## config.mk

```make
export PLATFORM = sky130hd
export DESIGN_NAME = conv2d_param_flat
export DESIGN_NICKNAME = d
export VERILOG_FILES = /design/src/rtl/conv2d_param_if.sv /design/src/rtl/conv2d_param.sv /design/src/flat_wrapper.sv
export SDC_FILE = /design/constraint.sdc
export NUM_CORES = 1
export LEC_CHECK = 0
export BUFFER_PORTS_ARGS = -buffer_cell sky130_fd_sc_hd__buf_2
export CAP_MARGIN = 20
export CORE_AREA = 10 10 56 69
export CTS_BUF_LIST = sky130_fd_sc_hd__clkbuf_16
export DETAILED_ROUTE_END_ITERATION = 8
export DIE_AREA = 0 0 66 79
export HOLD_SLACK_MARGIN = 0.06
export MAX_ROUTING_LAYER = met4
export PLACE_DENSITY_LB_ADDON = 0.2
export SYNTH_ARGS = -nofsm -noshare
export SYNTH_HDL_FRONTEND = slang
export SYNTH_SLANG_ARGS = --single-unit
```

## constraint.sdc

```tcl
create_clock -name clk -period 1.4 [get_ports clk]
set_input_delay 0.14 -clock clk [delete_from_list [all_inputs] [get_ports clk]]
set_output_delay 0.14 -clock clk [all_outputs]
set_load 0.01 [all_outputs]
```

## src/rtl/conv2d_param_if.sv

```systemverilog
// Stream bus for conv2d_param: filter/image words in, convolution results out.
interface conv2d_param_if #(
    parameter int DW = 6,
    parameter int OW = 16
);
    logic                 filter_valid;
    logic                 image_valid;
    logic                 pad_mode;
    logic signed [DW-1:0] in_data;
    logic                 out_valid;
    logic signed [OW-1:0] out_data;
    logic                 out_last;
    logic                 busy;

    modport master (
        output filter_valid, image_valid, pad_mode, in_data,
        input  out_valid, out_data, out_last, busy
    );

    modport slave (
        input  filter_valid, image_valid, pad_mode, in_data,
        output out_valid, out_data, out_last, busy
    );
endinterface

```

## src/rtl/conv2d_param.sv

```systemverilog
// Parameterised 2-D convolution engine: loads a KxK filter and an NxN image,
// then streams the valid- or same-mode convolution one result per cycle.
module conv2d_param #(
    parameter int IMG_N = 7,
    parameter int KER_K = 3,
    parameter int DW    = 6
) (
    input logic           clk,
    input logic           rst_n,
    conv2d_param_if.slave bus
);
    localparam int OW  = 2*DW + $clog2(KER_K*KER_K);
    localparam int NK  = KER_K*KER_K;
    localparam int NP  = IMG_N*IMG_N;
    localparam int FW  = (NK > 1) ? $clog2(NK) : 1;
    localparam int PW  = (NP > 1) ? $clog2(NP) : 1;
    localparam int RW  = (IMG_N > 1) ? $clog2(IMG_N) : 1;
    localparam int PAD = (KER_K-1)/2;

    typedef enum logic [1:0] {IDLE, LOAD_F, LOAD_I, OUT} state_t;

    state_t               state, state_n;
    logic signed [DW-1:0] coef [NK];
    logic signed [DW-1:0] img  [NP];
    logic [FW-1:0]        f_idx;
    logic [PW-1:0]        p_idx;
    logic [RW-1:0]        r_cnt, c_cnt, m_max;
    logic                 pad_q;
    logic                 f_we, i_we, pad_ld, run;
    logic                 pix_last, res_last;
    logic signed [OW-1:0] acc_p0;
    logic signed [OW-1:0] out_data_p1;
    logic                 vld_p1, last_p1, busy_q;

    function automatic logic signed [OW-1:0] sext(input logic signed [DW-1:0] v);
        return OW'(v);
    endfunction

    // Pixels outside the image read as zero so same mode needs no stored border.
    function automatic logic signed [OW-1:0] pix_at(input int rr, input int cc);
        logic [PW-1:0] idx;
        if (rr < 0 || rr >= IMG_N || cc < 0 || cc >= IMG_N)
            return '0;
        idx = PW'(rr*IMG_N + cc);
        return sext(img[idx]);
    endfunction

    assign pix_last = (p_idx == PW'(NP-1));
    assign m_max    = pad_q ? RW'(IMG_N-1) : RW'(IMG_N-KER_K);
    assign res_last = (r_cnt == m_max) && (c_cnt == m_max);

    always_ff @(posedge clk or negedge rst_n) begin
        if (!rst_n) state <= IDLE;
        else        state <= state_n;
    end

    always_comb begin
        state_n = state;
        case (state)
            IDLE, LOAD_F: begin
                if (bus.filter_valid)     state_n = LOAD_F;
                else if (bus.image_valid) state_n = pix_last ? OUT : LOAD_I;
            end
            LOAD_I:  if (bus.image_valid && pix_last) state_n = OUT;
            OUT:     if (res_last) state_n = IDLE;
            default: state_n = IDLE;
        endcase
    end

    // Filter words win over image words while the filter may still be loading.
    always_comb begin
        f_we   = 1'b0;
        i_we   = 1'b0;
        pad_ld = 1'b0;
        run    = 1'b0;
        case (state)
            IDLE, LOAD_F: begin
                f_we   = bus.filter_valid;
                i_we   = bus.image_valid && !bus.filter_valid;
                pad_ld = i_we;
            end
            LOAD_I:  i_we = bus.image_valid;
            OUT:     run  = 1'b1;
            default: ;
        endcase
    end

    always_ff @(posedge clk or negedge rst_n) begin
        if (!rst_n) begin
            for (int i = 0; i < NK; i++) coef[i] <= '0;
        end else if (f_we) begin
            coef[f_idx] <= bus.in_data;
        end
    end

    always_ff @(posedge clk) begin
        if (i_we) img[p_idx] <= bus.in_data;
    end

    always_ff @(posedge clk or negedge rst_n) begin
        if (!rst_n) begin
            f_idx <= '0;
            p_idx <= '0;
            pad_q <= 1'b0;
            r_cnt <= '0;
            c_cnt <= '0;
        end else begin
            if (f_we)        f_idx <= (f_idx == FW'(NK-1)) ? '0 : f_idx + 1'b1;
            else if (pad_ld) f_idx <= '0;
            if (pad_ld) pad_q <= bus.pad_mode;
            if (i_we)   p_idx <= pix_last ? '0 : p_idx + 1'b1;
            if (run) begin
                if (c_cnt == m_max) begin
                    c_cnt <= '0;
                    r_cnt <= (r_cnt == m_max) ? '0 : r_cnt + 1'b1;
                end else begin
                    c_cnt <= c_cnt + 1'b1;
                end
            end
        end
    end

    // Stage 0: full KxK multiply-accumulate for the current (r_cnt, c_cnt).
    always_comb begin
        int off;
        off    = pad_q ? PAD : 0;
        acc_p0 = '0;
        for (int ki = 0; ki < KER_K; ki++) begin
            for (int kj = 0; kj < KER_K; kj++) begin
                acc_p0 = acc_p0 + sext(coef[FW'(ki*KER_K + kj)]) *
                         pix_at(int'(r_cnt) + ki - off, int'(c_cnt) + kj - off);
            end
        end
    end

    // Stage 1: registered result, valid and frame-end flags.
    always_ff @(posedge clk or negedge rst_n) begin
        if (!rst_n) begin
            out_data_p1 <= '0;
            vld_p1      <= 1'b0;
            last_p1     <= 1'b0;
            busy_q      <= 1'b0;
        end else begin
            out_data_p1 <= run ? acc_p0 : '0;
            vld_p1      <= run;
            last_p1     <= run && res_last;
            busy_q      <= (state != IDLE) || f_we || i_we;
        end
    end

    assign bus.out_data  = out_data_p1;
    assign bus.out_valid = vld_p1;
    assign bus.out_last  = last_p1;
    assign bus.busy      = busy_q;
endmodule

```

## src/flat_wrapper.sv

```systemverilog
// flat-port wrapper written by rule: the top's interface ports become plain ports
module conv2d_param_flat 
#(
    parameter int IMG_N = 7,
    parameter int KER_K = 3,
    parameter int DW    = 6
)
  (clk, rst_n, bus_filter_valid, bus_image_valid, bus_pad_mode, bus_in_data, bus_out_valid, bus_out_data, bus_out_last, bus_busy);
  conv2d_param_if #(.DW(DW), .OW(16)) bus_i ();
  input logic clk;
  input logic rst_n;
  input wire logic [$bits(bus_i.filter_valid)-1:0] bus_filter_valid;
  input wire logic [$bits(bus_i.image_valid)-1:0] bus_image_valid;
  input wire logic [$bits(bus_i.pad_mode)-1:0] bus_pad_mode;
  input wire logic [$bits(bus_i.in_data)-1:0] bus_in_data;
  output wire logic [$bits(bus_i.out_valid)-1:0] bus_out_valid;
  output wire logic [$bits(bus_i.out_data)-1:0] bus_out_data;
  output wire logic [$bits(bus_i.out_last)-1:0] bus_out_last;
  output wire logic [$bits(bus_i.busy)-1:0] bus_busy;
  assign bus_i.filter_valid = bus_filter_valid;
  assign bus_i.image_valid = bus_image_valid;
  assign bus_i.pad_mode = bus_pad_mode;
  assign bus_i.in_data = bus_in_data;
  assign bus_out_valid = bus_i.out_valid;
  assign bus_out_data = bus_i.out_data;
  assign bus_out_last = bus_i.out_last;
  assign bus_busy = bus_i.busy;
  conv2d_param #(.IMG_N(IMG_N), .KER_K(KER_K), .DW(DW)) u_core (.clk(clk), .rst_n(rst_n), .bus(bus_i));
endmodule
```

==> results.sh, run 1 <==
export IMPL_h_tree_depth=1
export IMPL_startpoint="u_core.pad_q$_DFFE_PN0P_"
export IMPL_yosysWarnings=0
export IMPL_nets=140
export IMPL_status="completed"
export IMPL_critPathRequiredTime_ns=1.53
export IMPL_drv_slew=0
export IMPL_boundaryPins=30
export IMPL_grt_antenna_before_repair=0
export IMPL_period_needed_ns=1.360
export IMPL_holdWs_ns=0.1330
export IMPL_synth_most_common_cell="dfrtp_1"
export IMPL_synth_common_cells="18 x dfrtp_1, 16 x buf_4, 5 x inv_1, 5 x nand2_1"
export IMPL_r2r_end="u_core.r_cnt[2]$_DFFE_PN0P_"
export IMPL_period_share_pct=97.11
export IMPL_finish_instance_area_um2=1272
export IMPL_die_area_um2=5214
export IMPL_syn2layout_area_growth_pct=13.00
export IMPL_rows=21
export IMPL_first_global_vias=779
export IMPL_setup_slack_ns=0.04044
export IMPL_path_max_fanout=6
export IMPL_antenna_left=0
export IMPL_min_to="u_core.pad_q$_DFFE_PN0P_"
export IMPL_diodes=0
export IMPL_synth_area_um2=1126
export IMPL_synth_top_area_share_pct=40.00
export IMPL_grtUsageTotal_pct=9.088
export IMPL_clk_latency_ns=0.25
export IMPL_synth_edf_count=0
export IMPL_critical_path_class="register to register"
export IMPL_ys_seq_area_share_pct=40.00
export IMPL_drc=0
export IMPL_dp_slack_ns=0.01831
export IMPL_start_util_pct=43.29
export IMPL_hpwl_mm=1.668
export IMPL_synth_seq_cells=18
export IMPL_grt_max_degree=19
export IMPL_clock_skew_ns=0.002617
export IMPL_cp_end_kind="register"
export IMPL_min_path_cells=3
export IMPL_placed_area_um2=1170
export IMPL_power_leakage_nw=0.5917
export IMPL_hold_violations=0
export IMPL_cts_tree="yes"
export IMPL_fill_cells=254
export IMPL_multi_input_area_um2=578.1
export IMPL_initialDrtViolationCount=40
export IMPL_netlist_cell_type_count=46
export IMPL_power_per_cell_area_nw_per_um2=2287
export IMPL_place_port_buffers=7
export IMPL_synth_area_leaders="dfrtp_1 40%, buf_4 11%, ha_1 4.4%"
export IMPL_gp_congestion=0.7105
export IMPL_synthArstFlopShare_pct=100.0
export IMPL_vias_per_cell=4.905
export IMPL_clock_sinks=18
export IMPL_clkSlewWorstSetupHoldPaths_ns=0.05
export IMPL_drt_pass1_iter_count=4
export IMPL_root_buffer="clkbuf_16"
export IMPL_finalWirelength_mm=2.178
export IMPL_die_y_um=79
export IMPL_dr_total_vias=775
export IMPL_worst_ep_arrival_time_ns=1.49
export IMPL_core_um2=2601
export IMPL_hold_path_class="primary input to register"
export IMPL_clockBufferDepth=2
export IMPL_grt_pass1_wl_mm=3.615
export IMPL_reg2reg_depth=3
export IMPL_setup_violations=0
export IMPL_wire_per_inst_um=13.78
export IMPL_ys_flop_type="dfrtp_1"
export IMPL_r2r_setup_slack_ns=0.04
export IMPL_fin_total_pwr_mw=2.911
export IMPL_ir_drop_uv=1085
export IMPL_startpoint_type="register"
export IMPL_fmax_mhz=735.5
export IMPL_synth_avg_cell_area_um2=10.43
export IMPL_r2r_start="u_core.pad_q$_DFFE_PN0P_"
export IMPL_worstHoldStart="bus_pad_mode"
export IMPL_yosysTopAreaCell="dfrtp_1"
export IMPL_seqCellArea_um2=451.7
export IMPL_post_route_cells_drive_above_1_share_pct=25.00
export IMPL_cts_buffers=3
export IMPL_die_w_um=66
export IMPL_cts_setup_buffers=0
export IMPL_cap_violations=0
export IMPL_grt_overflow=0
export IMPL_netlist_instances=108
## state kept, by name, indices dropped and copies added, names as in the netlist
| register | count |
|---|---|
| u_core.pad_q | 1 |
| u_core.bus.busy | 1 |
| u_core.state | 2 |
| u_core.p_idx | 6 |
| u_core.bus.out_last | 1 |
| u_core.bus.out_valid | 1 |
| u_core.c_cnt | 3 |
| u_core.r_cnt | 3 |
## logic make-up after synthesis
group / after synthesis / synth area share (%)
AND/OR/NAND/NOR: 29 / 16.11
adder cells (fa/ha/maj): 4 / 4.445
XOR/XNOR: 4 / 3.112
AO/OA/AOI/OAI: 22 / 14.11
buffers and inverters: 24 / 14.78
multiplexers: 6 / 7.111
flip-flops: 18 / 40.00
other: 1 / 0.3330
## cells in the final DEF, fill, tap and decap left out, types with 3 or more instances in the layout
| cell type | n |
|---|---|
| dfrtp_1 | 17 |
| conb_1 | 16 |
| buf_2 | 7 |
| buf_4 | 7 |
| inv_1 | 5 |
| nand2_1 | 5 |
| a21oi_1 | 4 |
| ha_1 | 4 |
| nor2b_1 | 3 |
| o21ai_0 | 3 |
| clkbuf_16 | 3 |
## area by class of cell
cell class	count	share of cell area, %
Clock buffer	3	5.900
Clock inverter	1	0.2950
Inverter	6	1.868
Multi-Input combinational cell	81	45.43
Sequential cell	18	35.50
Tap cell	34	3.343
Timing Repair Buffer	15	7.670
## worst max-delay path, cell delays in order, from the launching register on
cell     delay [ns]
dfrtp_1        0.47
xnor2_2        0.24
nand3_2        0.15
a221o_1        0.37
## through the flow
step	utilization [%]	std cells	TNS, ns
2_1_floorplan	-	123	0
3_3_place_gp	44.97	153	0
3_5_place_dp	44.97	153	0
4_1_cts	48.39	158	0
5_1_grt	48.92	158	-0.01701
6_report	48.92	158	0
## worst max-delay path by stage
stage	end	slack, ns
4_1_cts	u_core.p_idx[4]$_DFFE_PN0P_	0.01
3_5_place_dp	u_core.p_idx[4]$_DFFE_PN0P_	0.02
3_3_place_gp	u_core.p_idx[4]$_DFFE_PN0P_	0.03
5_1_grt	u_core.r_cnt[2]$_DFFE_PN0P_	-0.02
2_1_floorplan	u_core.r_cnt[2]$_DFFE_PN0P_	0.10
6_report	u_core.r_cnt[2]$_DFFE_PN0P_	0.04
## metal layers
metal  track usage (%)  part of all wire (%)  up-vias
li1                  -                     -      385
met3             2.247                   2.8        5
met1             9.233                    39      375
met4             5.042                   2.1        0
met2             15.50                    56       10
met5                 -                     0        -
## timing repair
item | in CTS | in global routing
hold buffers | 1 | 0
hold endpoints to repair | 18 | 0
resized for setup | 0 | 3
endpoints found under the setup margin | 0 | 6
## report_power, final
part / leakage (nW) / internal [mW] / switching (mW)
Clock: 0.0385 / 0.380 / 0.189
Combinational: 0.346 / 0.694 / 0.605
Sequential: 0.207 / 0.749 / 0.295
Total: 0.592 / 1.82 / 1.09
Power figures use the tool's default switching activity.
==> run 2: changes to the inputs <==
Settings changed: REMOVE_ABC_BUFFERS set to 1, SETUP_SLACK_MARGIN set to 0.5.
==> run 2 against run 1 <==
Sequential power increased by 8%. Wire length increased by 26%. Cell count increased by 8.9%. Count of clock-buffer cells in the layout unchanged. Die area unchanged. Critical path type unchanged. Highest routed layer unchanged.
==> results.sh, run 2 (synthesized netlist as in run 1, its figures left out) <==
export IMPL_status="completed"
export IMPL_ir_drop_uv=1177
export IMPL_die_area_um2=5214
export IMPL_boundaryPins=30
export IMPL_min_path_cells=3
export IMPL_gp_congestion=0.7317
export IMPL_hold_path_class="primary input to register"
export IMPL_startpoint="u_core.state[1]$_DFFE_PN0P_"
export IMPL_finalWirelength_mm=2.752
export IMPL_clkSlewWorstSetupHoldPaths_ns=0.05
export IMPL_reg2reg_depth=4
export IMPL_final_common_cell="conb_1"
export IMPL_period_share_pct=92.39
export IMPL_grtUsageTotal_pct=9.881
export IMPL_power_share_clock_pct=14.6
export IMPL_clock_skew_ns=0.001064
export IMPL_cap_violations=0
export IMPL_post_route_cells_drive_above_1_share_pct=50.00
export IMPL_slowest_stage="dfrtp_2"
export IMPL_placed_area_um2=1170
export IMPL_setup_violations=0
export IMPL_drc=0
export IMPL_dr_total_vias=868
export IMPL_drv_slew=0
export IMPL_crit_path_cell_trace="buf_6 > mux2i_4 > nand2_2 > mux2_2"
export IMPL_initialDrtViolationCount=16
export IMPL_seqPwrFrac_pct=28.5
export IMPL_grt_pass1_wl_mm=4.002
export IMPL_hold_violations=0
export IMPL_switching_share_pct=38.23
export IMPL_hpwl_mm=1.671
export IMPL_clockBufferDepth=2
export IMPL_cp_end_kind="register"
export IMPL_period_needed_ns=1.293
export IMPL_first_global_vias=912
export IMPL_rows=21
export IMPL_r2r_start="u_core.state[1]$_DFFE_PN0P_"
export IMPL_critPathMaxStageDelay_ns=0.45
export IMPL_path_max_fanout=5
export IMPL_die_y_um=79
export IMPL_clk_latency_ns=0.25
export IMPL_startpoint_type="register"
export IMPL_critPathRequiredTime_ns=1.53
export IMPL_die_w_um=66
export IMPL_r2r_setup_slack_ns=0.11
export IMPL_fmax_mhz=773.1
export IMPL_power_per_cell_area_nw_per_um2=2519
export IMPL_largest_reg_flops=6
export IMPL_finish_instance_area_um2=1562
export IMPL_h_tree_depth=1
export IMPL_grt_antenna_before_repair=0
export IMPL_r2r_end="u_core.p_idx[1]$_DFFE_PN0P_"
export IMPL_antenna_left=0
export IMPL_core_um2=2601
export IMPL_vias_per_cell=5.047
export IMPL_comb_power_share_pct=56.9
export IMPL_top_regs="u_core.p_idx: 6 flops, u_core.c_cnt: 3 flops, u_core.r_cnt: 3 flops"
export IMPL_cts_buffers=3
export IMPL_root_buffer="clkbuf_16"
export IMPL_wire_per_inst_um=16.00
export IMPL_cts_tree="yes"
export IMPL_diodes=0
export IMPL_worst_ep_arrival_time_ns=1.43
export IMPL_syn2layout_area_growth_pct=38.67
export IMPL_grt_overflow=0
export IMPL_grt_max_degree=19
export IMPL_drt_pass1_iter_count=3
export IMPL_critical_path_class="register to register"
export IMPL_largest_register="u_core.p_idx"
export IMPL_crit_end="u_core.p_idx[1]$_DFFE_PN0P_"
export IMPL_fill_cells=223
export IMPL_p_switching_mw=1.504
export IMPL_layout_common_cells="16 x conb_1, 13 x dfrtp_1, 12 x buf_4, 11 x buf_6, 6 x buf_2"
export IMPL_start_util_pct=43.29
export IMPL_p_int_mw=2.429
export IMPL_grt_setup_unrepaired="true"
export IMPL_dp_slack_ns=-0.03164
export IMPL_setup_slack_ns=0.1066
export IMPL_nets=155
export IMPL_clock_sinks=18
export IMPL_power_leakage_nw=0.6893
export IMPL_place_port_buffers=7
-- run 2: cell types whose count changed in the layout (fill, tap and decap cells not counted), sizes merged --
| cell | delta |
|---|---|
| buf | +15 |
| clkinv | -2 |
| inv | +1 |
-- run 2: worst max-delay path, delay by kind of cell, from the launching register on --
| family | cells | cell delay [ns] |
|---|---|---|
| flops | 1 | 0.45 |
| simple gates | 1 | 0.07 |
| buf+inv | 1 | 0.15 |
| mux | 2 | 0.51 |
-- run 2: layer usage --
layer	wire length, µm	GRT usage [%]
met5	0	-
met4	37	4.202
met3	57	2.528
met1	1008	8.918
met2	1649	18.70
-- run 2: final cells by class --
| type | instances | area (µm²) | share of cell area, % |
|---|---|---|---|
| Clock buffer | 3 | 75.07 | 4.808 |
| Inverter | 6 | 25.02 | 1.603 |
| Multi-Input combinational cell | 81 | 708.2 | 45.35 |
| Sequential cell | 18 | 456.7 | 29.25 |
| Tap cell | 34 | 42.54 | 2.724 |
| Timing Repair Buffer | 30 | 254.0 | 16.27 |
-- run 2: how the worst min path moves through the flow --
stage | from | endpoint | slack [ns]
floorplan | rst_n | u_core.bus.busy$_DFF_PN0_ | -0.16
global placement | rst_n | u_core.bus.out_last$_DFF_PN0_ | 0.11
detailed placement | rst_n | u_core.r_cnt[2]$_DFFE_PN0P_ | 0.11
CTS | bus_pad_mode | u_core.pad_q$_DFFE_PN0P_ | 0.13
global route | bus_pad_mode | u_core.pad_q$_DFFE_PN0P_ | 0.16
finish | bus_pad_mode | u_core.pad_q$_DFFE_PN0P_ | 0.14
-- run 2: power by group through the flow --
stage / registers [mW] / logic, mW / clock network, mW
final: 1.12 / 2.24 / 0.575
after global routing: 1.16 / 2.43 / 0.592
after CTS: 1.07 / 1.77 / 0.580
after detailed placement: 1.05 / 1.27 / 0
after global placement: 1.04 / 1.25 / 0
after floorplan: 0.997 / 0.915 / 0
-- run 2: stage by stage --
step / setup TNS (ns) / cells / power [mW] / hold WS (ns) / utilization, %
after floorplan: 0 / 105 / 1.912 / -0.1556 / -
after global placement: -0.005394 / 153 / 2.287 / 0.1081 / 44.97
after detailed placement: -0.03164 / 153 / 2.324 / 0.1110 / 44.97
after CTS: 0 / 167 / 3.424 / 0.1275 / 55.32
after global routing: 0 / 172 / 4.185 / 0.1629 / 60.03
final: 0 / 172 / 3.933 / 0.1385 / 60.03
-- run 2: what timing repair did --
item | in CTS | in global routing
hold buffers | 1 | 0
resized for setup | 30 | 19
hold endpoints to repair | 18 | 0
setup buffers | 10 | 5
setup endpoints to repair | 18 | 19
pin swaps | 12 | 3
